<file path="src/rtl/hack_fetch_unit.sv">
// rtl/hack_fetch_unit.sv - Hack CPU instruction-fetch stage: PC, ROM address, stall hold, retire count, halt detect
// Optional branch-trace buffer enabled by defining HACK_BRANCH_TRACE_EN.
module hack_fetch_unit #(
   parameter logic [14:0] RESET_PC    = 15'h0000,
   parameter int          RETIRE_W    = 16,
   parameter int          TRACE_DEPTH = 8
) (
   input  logic                   clk,
   input  logic                   reset,
   input  logic [15:0]            rom_data,
   input  logic                   loadPC,
   input  logic [14:0]            addressI,
   input  logic                   stall,
`ifdef HACK_BRANCH_TRACE_EN
   input  logic [$clog2(TRACE_DEPTH)-1:0] trace_idx,
   output logic [14:0]                    trace_src,
   output logic [14:0]                    trace_dst,
   output logic [$clog2(TRACE_DEPTH):0]   trace_cnt,
`endif
   output logic [14:0]            rom_addr,
   output logic [15:0]            instruction,
   output logic [14:0]            pc,
   output logic [RETIRE_W-1:0]    retired,
   output logic                   halted
);

   typedef enum logic {RUN = 1'b0, HOLD = 1'b1} state_t;

   state_t              state_q, state_d;
   logic [14:0]         pc_q, pc_d;
   logic [RETIRE_W-1:0] retired_q, retired_d;
   logic                halted_q, halted_d;
   logic                complete;
   logic                take_jump;

   if (TRACE_DEPTH < 2 || (TRACE_DEPTH & (TRACE_DEPTH - 1)) != 0) begin : g_bad_depth
      $error("TRACE_DEPTH must be a power of 2 and at least 2");
   end

   always_ff @(posedge clk or negedge reset) begin
      if (!reset) state_q <= RUN;
      else        state_q <= state_d;
   end

   always_comb begin
      state_d = state_q;
      case (state_q)
         RUN:     if (stall) state_d = HOLD;
         HOLD:    state_d = RUN;
         default: state_d = RUN;
      endcase
   end

   // The jump decision is only final on the completing cycle, so loadPC is ignored on the first half of a stall.
   always_comb begin
      complete  = (state_q == HOLD) || !stall;
      take_jump = complete && loadPC;
   end

   always_comb begin
      pc_d      = pc_q;
      retired_d = retired_q;
      halted_d  = halted_q;
      if (complete) begin
         pc_d = take_jump ? addressI : pc_q + 15'd1;
         if (retired_q != '1) retired_d = retired_q + 1'b1;
         if (take_jump && addressI == pc_q - 15'd1) halted_d = 1'b1;
      end
   end

   always_ff @(posedge clk or negedge reset) begin
      if (!reset) begin
         pc_q      <= RESET_PC;
         retired_q <= '0;
         halted_q  <= 1'b0;
      end else begin
         pc_q      <= pc_d;
         retired_q <= retired_d;
         halted_q  <= halted_d;
      end
   end

   assign pc          = pc_q;
   assign rom_addr    = pc_q;
   assign instruction = reset ? rom_data : 16'h0000;
   assign retired     = retired_q;
   assign halted      = halted_q;

`ifdef HACK_BRANCH_TRACE_EN
   localparam int IW = $clog2(TRACE_DEPTH);

   logic [IW-1:0] wr_ptr_q, wr_ptr_d;
   logic [IW:0]   cnt_q, cnt_d;
   logic [14:0]   src_q [TRACE_DEPTH];
   logic [14:0]   src_d [TRACE_DEPTH];
   logic [14:0]   dst_q [TRACE_DEPTH];
   logic [14:0]   dst_d [TRACE_DEPTH];
   logic [IW-1:0] rd_ptr;

   always_comb begin
      wr_ptr_d = wr_ptr_q;
      cnt_d    = cnt_q;
      src_d    = src_q;
      dst_d    = dst_q;
      if (take_jump) begin
         src_d[wr_ptr_q] = pc_q;
         dst_d[wr_ptr_q] = addressI;
         wr_ptr_d        = wr_ptr_q + 1'b1;
         if (cnt_q != TRACE_DEPTH[IW:0]) cnt_d = cnt_q + 1'b1;
      end
   end

   always_ff @(posedge clk or negedge reset) begin
      if (!reset) begin
         wr_ptr_q <= '0;
         cnt_q    <= '0;
         for (int i = 0; i < TRACE_DEPTH; i++) begin
            src_q[i] <= '0;
            dst_q[i] <= '0;
         end
      end else begin
         wr_ptr_q <= wr_ptr_d;
         cnt_q    <= cnt_d;
         src_q    <= src_d;
         dst_q    <= dst_d;
      end
   end

   // Index 0 is the newest entry, i.e. the slot just behind the write pointer.
   always_comb begin
      rd_ptr    = wr_ptr_q - 1'b1 - trace_idx;
      trace_cnt = cnt_q;
      trace_src = '0;
      trace_dst = '0;
      if ({1'b0, trace_idx} < cnt_q) begin
         trace_src = src_q[rd_ptr];
         trace_dst = dst_q[rd_ptr];
      end
   end
`endif

endmodule
</file>
<file path="config.mk">
export PLATFORM = sky130hd
export DESIGN_NAME = hack_fetch_unit
export DESIGN_NICKNAME = d
export VERILOG_FILES = /design/src/rtl/hack_fetch_unit.sv
export SDC_FILE = /design/constraint.sdc
export NUM_CORES = 1
export LEC_CHECK = 0
export ABC_CLOCK_PERIOD_IN_PS = 3200
export CAP_MARGIN = 20
export CORE_MARGIN = 2
export CORE_UTILIZATION = 48
export DETAILED_ROUTE_END_ITERATION = 16
export PLACE_DENSITY = 0.92
export SLEW_MARGIN = 10
export SYNTH_ARGS = -nofsm -noshare
export SYNTH_HDL_FRONTEND = slang
export SYNTH_SLANG_ARGS = --single-unit
</file>
<file path="constraint.sdc">
create_clock -name clk -period 3.2 [get_ports clk]
set_input_delay 0.64 -clock clk [delete_from_list [all_inputs] [get_ports clk]]
set_output_delay 0.64 -clock clk [all_outputs]
set_load 0.02 [all_outputs]
</file>
==> flow_summary.ini <==
[status]
status = finished, final reports clean

[placed_design]
post_dp_cell_area_mm2 = 0.00344
port_buffers = 97
gp_congestion = 0.909
hpwlAfterDp_mm = 5.34
placed_cells = 444
dp_slack_ns = 0.655

[synth]
ys_warn_count = 0
synth_cells = 311
synth_area_leaders = dfrtp_1 (32%), xnor2_1 (5.8%), buf_4 (4.4%), xor2_1 (4.1%), and2_1 (3.9%)
avgSynthCellArea_um2 = 8.26
synth_edf_count = 0
ys_seq_elements = 33
yosysTopAreaCellShare_pct = 32.1
yosysSeqAreaShare_pct = 32.1
synth_area_mm2 = 0.00257
synth.distinct_cells = 49
synthFlopType = dfrtp_1
async_reset_ff_share_pct = 100
syn_nets = 349
synth_area_leader_cell = dfrtp_1

[drt]
ant_nets = 0
first_pass_iters = 5
vias = 2656
via_per_inst = 5.88
routed_wl_mm = 7.18
wl_per_cell_um = 15.9
drc = 0
drtIter0Drc = 236

[global_route]
grt_pass1_wl_mm = 12.0
antenna_found_initial = 0
grt_start_max_net_pins = 31
grt_overflow = 0
grt_use_total_pct = 24.5
grt_pass1_vias = 2597

[floorplanning]
initial_core_util_pct = 50.0
die_x_um = 77.2
num_rows = 26
boundaryPins = 98
core_mm2 = 0.00514
die_h_um = 77.2
dieArea_mm2 = 0.00596

[finish]
final_nets = 419
final_area_mm2 = 0.00352
drive_gt1_share_pct = 5.24
layout.cells.most_common_list = clkdlybuf4s50_1 (96), dfrtp_1 (33), nand2_1 (22), o21ai_0 (20)
diodes = 0
utilization_pct = 68.5
mostFrequentLayoutCell = clkdlybuf4s50_1
fillCellCount = 435
fin_cells = 452
syn2layout_area_growth_pct = 37.0

[clock_tree]
cts_sinks = 33
cts_tree = yes
root_buffer = clkbuf_8
post_cts_resized = 0
cts-buffers-inserted = 5
cts_setup_buffers = 0
clock_latency_ns = 0.29
postCtsHoldBufs = 0
cts_buffer_depth = 2
h-tree-depth = 2
clk_pin_slew_ns = 0.08

[critical_path]
arrival_ns = 2.73
crit_type = reg2reg
required_ns = 3.40
crit_path_end_kind = flip-flop
critPathLaunchType = flip-flop
cp_max_fo = 15

[sta]
tightest_slew_ns = 0.659
setup_violations = 0
slew_viol_final = 0
hold_violations = 0
fin_ws_ns = 0.666
skew_ns = 0.0152
min_period_over_period_pct = 79.2
max_freq_mhz = 395
tns_ns = 0
relSlewSlack_pct = 55.7
min_period_ns = 2.53
holdWs_ns = 0.312
rsz0062_at_grt = no

[pwr]
p_total_mw = 1.75
ir_worst_vdd_v = 0.000507
p_leak_nw = 1.36
powerDensity_mw_per_mm2 = 497

[run]
drv_cap = 0

[worst_hold_path]
hp-class = in2async
## per-layer routing
metal  global-route usage, %  part of all wire [%]  vias up
met5                       0                     0        -
met4                    9.11                   2.4        0
met3                    5.65                   8.1       16
met2                    41.0                    49      147
met1                    30.9                    40     1244
li1                        -                     -     1249
## cell families after synthesis
kind of cell | Yosys count | share of synthesized area [%]
flip-flops | 33 | 32.1
AND/OR/NAND/NOR | 122 | 26.1
AO/OA/AOI/OAI | 68 | 18.1
buffers and inverters | 51 | 10.3
XOR/XNOR | 29 | 9.88
multiplexers | 5 | 2.00
adder cells (fa/ha/maj) | 3 | 1.46
## flip-flops by register name, summed over array words and instances, names as in the netlist
| name | cells |
|---|---|
| retired | 16 |
| halted | 1 |
| state_q | 1 |
| pc | 15 |
## final timing paths
kind,startpoint,endpoint,slack (ns),cells after the start
worst max register to register,pc[0],halted,0.67,7
worst max-delay path,pc[0],halted,0.67,7
max in group asynchronous,reset,retired[4],2.21,2
min in group clk,retired[10],retired[10],0.49,1
worst min register to register,retired[10],retired[10],0.49,1
worst min-delay path,reset,halted,0.31,1
## cell type report
class                   instances  area (um2)  share of cell area, %
well taps                      70        87.6                   2.49
clock buffers                   6        72.6                   2.06
inverters                      13        48.8                   1.39
repair buffers                101         996                   28.3
clock inverters                 2        10.0                  0.284
multi-input cells             227        1480                   42.0
flip-flops and latches         33         826                   23.5
## power by group
part | switching, mW | internal (mW) | leakage [nW]
Clock | 0.152 | 0.151 | 0.0450
Sequential | 0.162 | 0.490 | 0.411
Combinational | 0.404 | 0.389 | 0.901
## critical path, stage by stage, from the launching register on
cell and delay, ns:
dfrtp_1 0.56, inv_1 0.18, ha_1 0.28, nor2b_1 0.43, nand4_1 0.18, xnor2_1 0.32
nand4_1 0.16, o41ai_2 0.34
## synth_stat cells (all sizes together), types with 13 or more instances
cell	number
a21oi	17
nand2	22
nand3	14
dfrtp	33
xnor2	17
o21ai	20
nor2	14
buf	21
and2	16
clkbuf	17
inv	13
(Power assumes the default switching activity.)
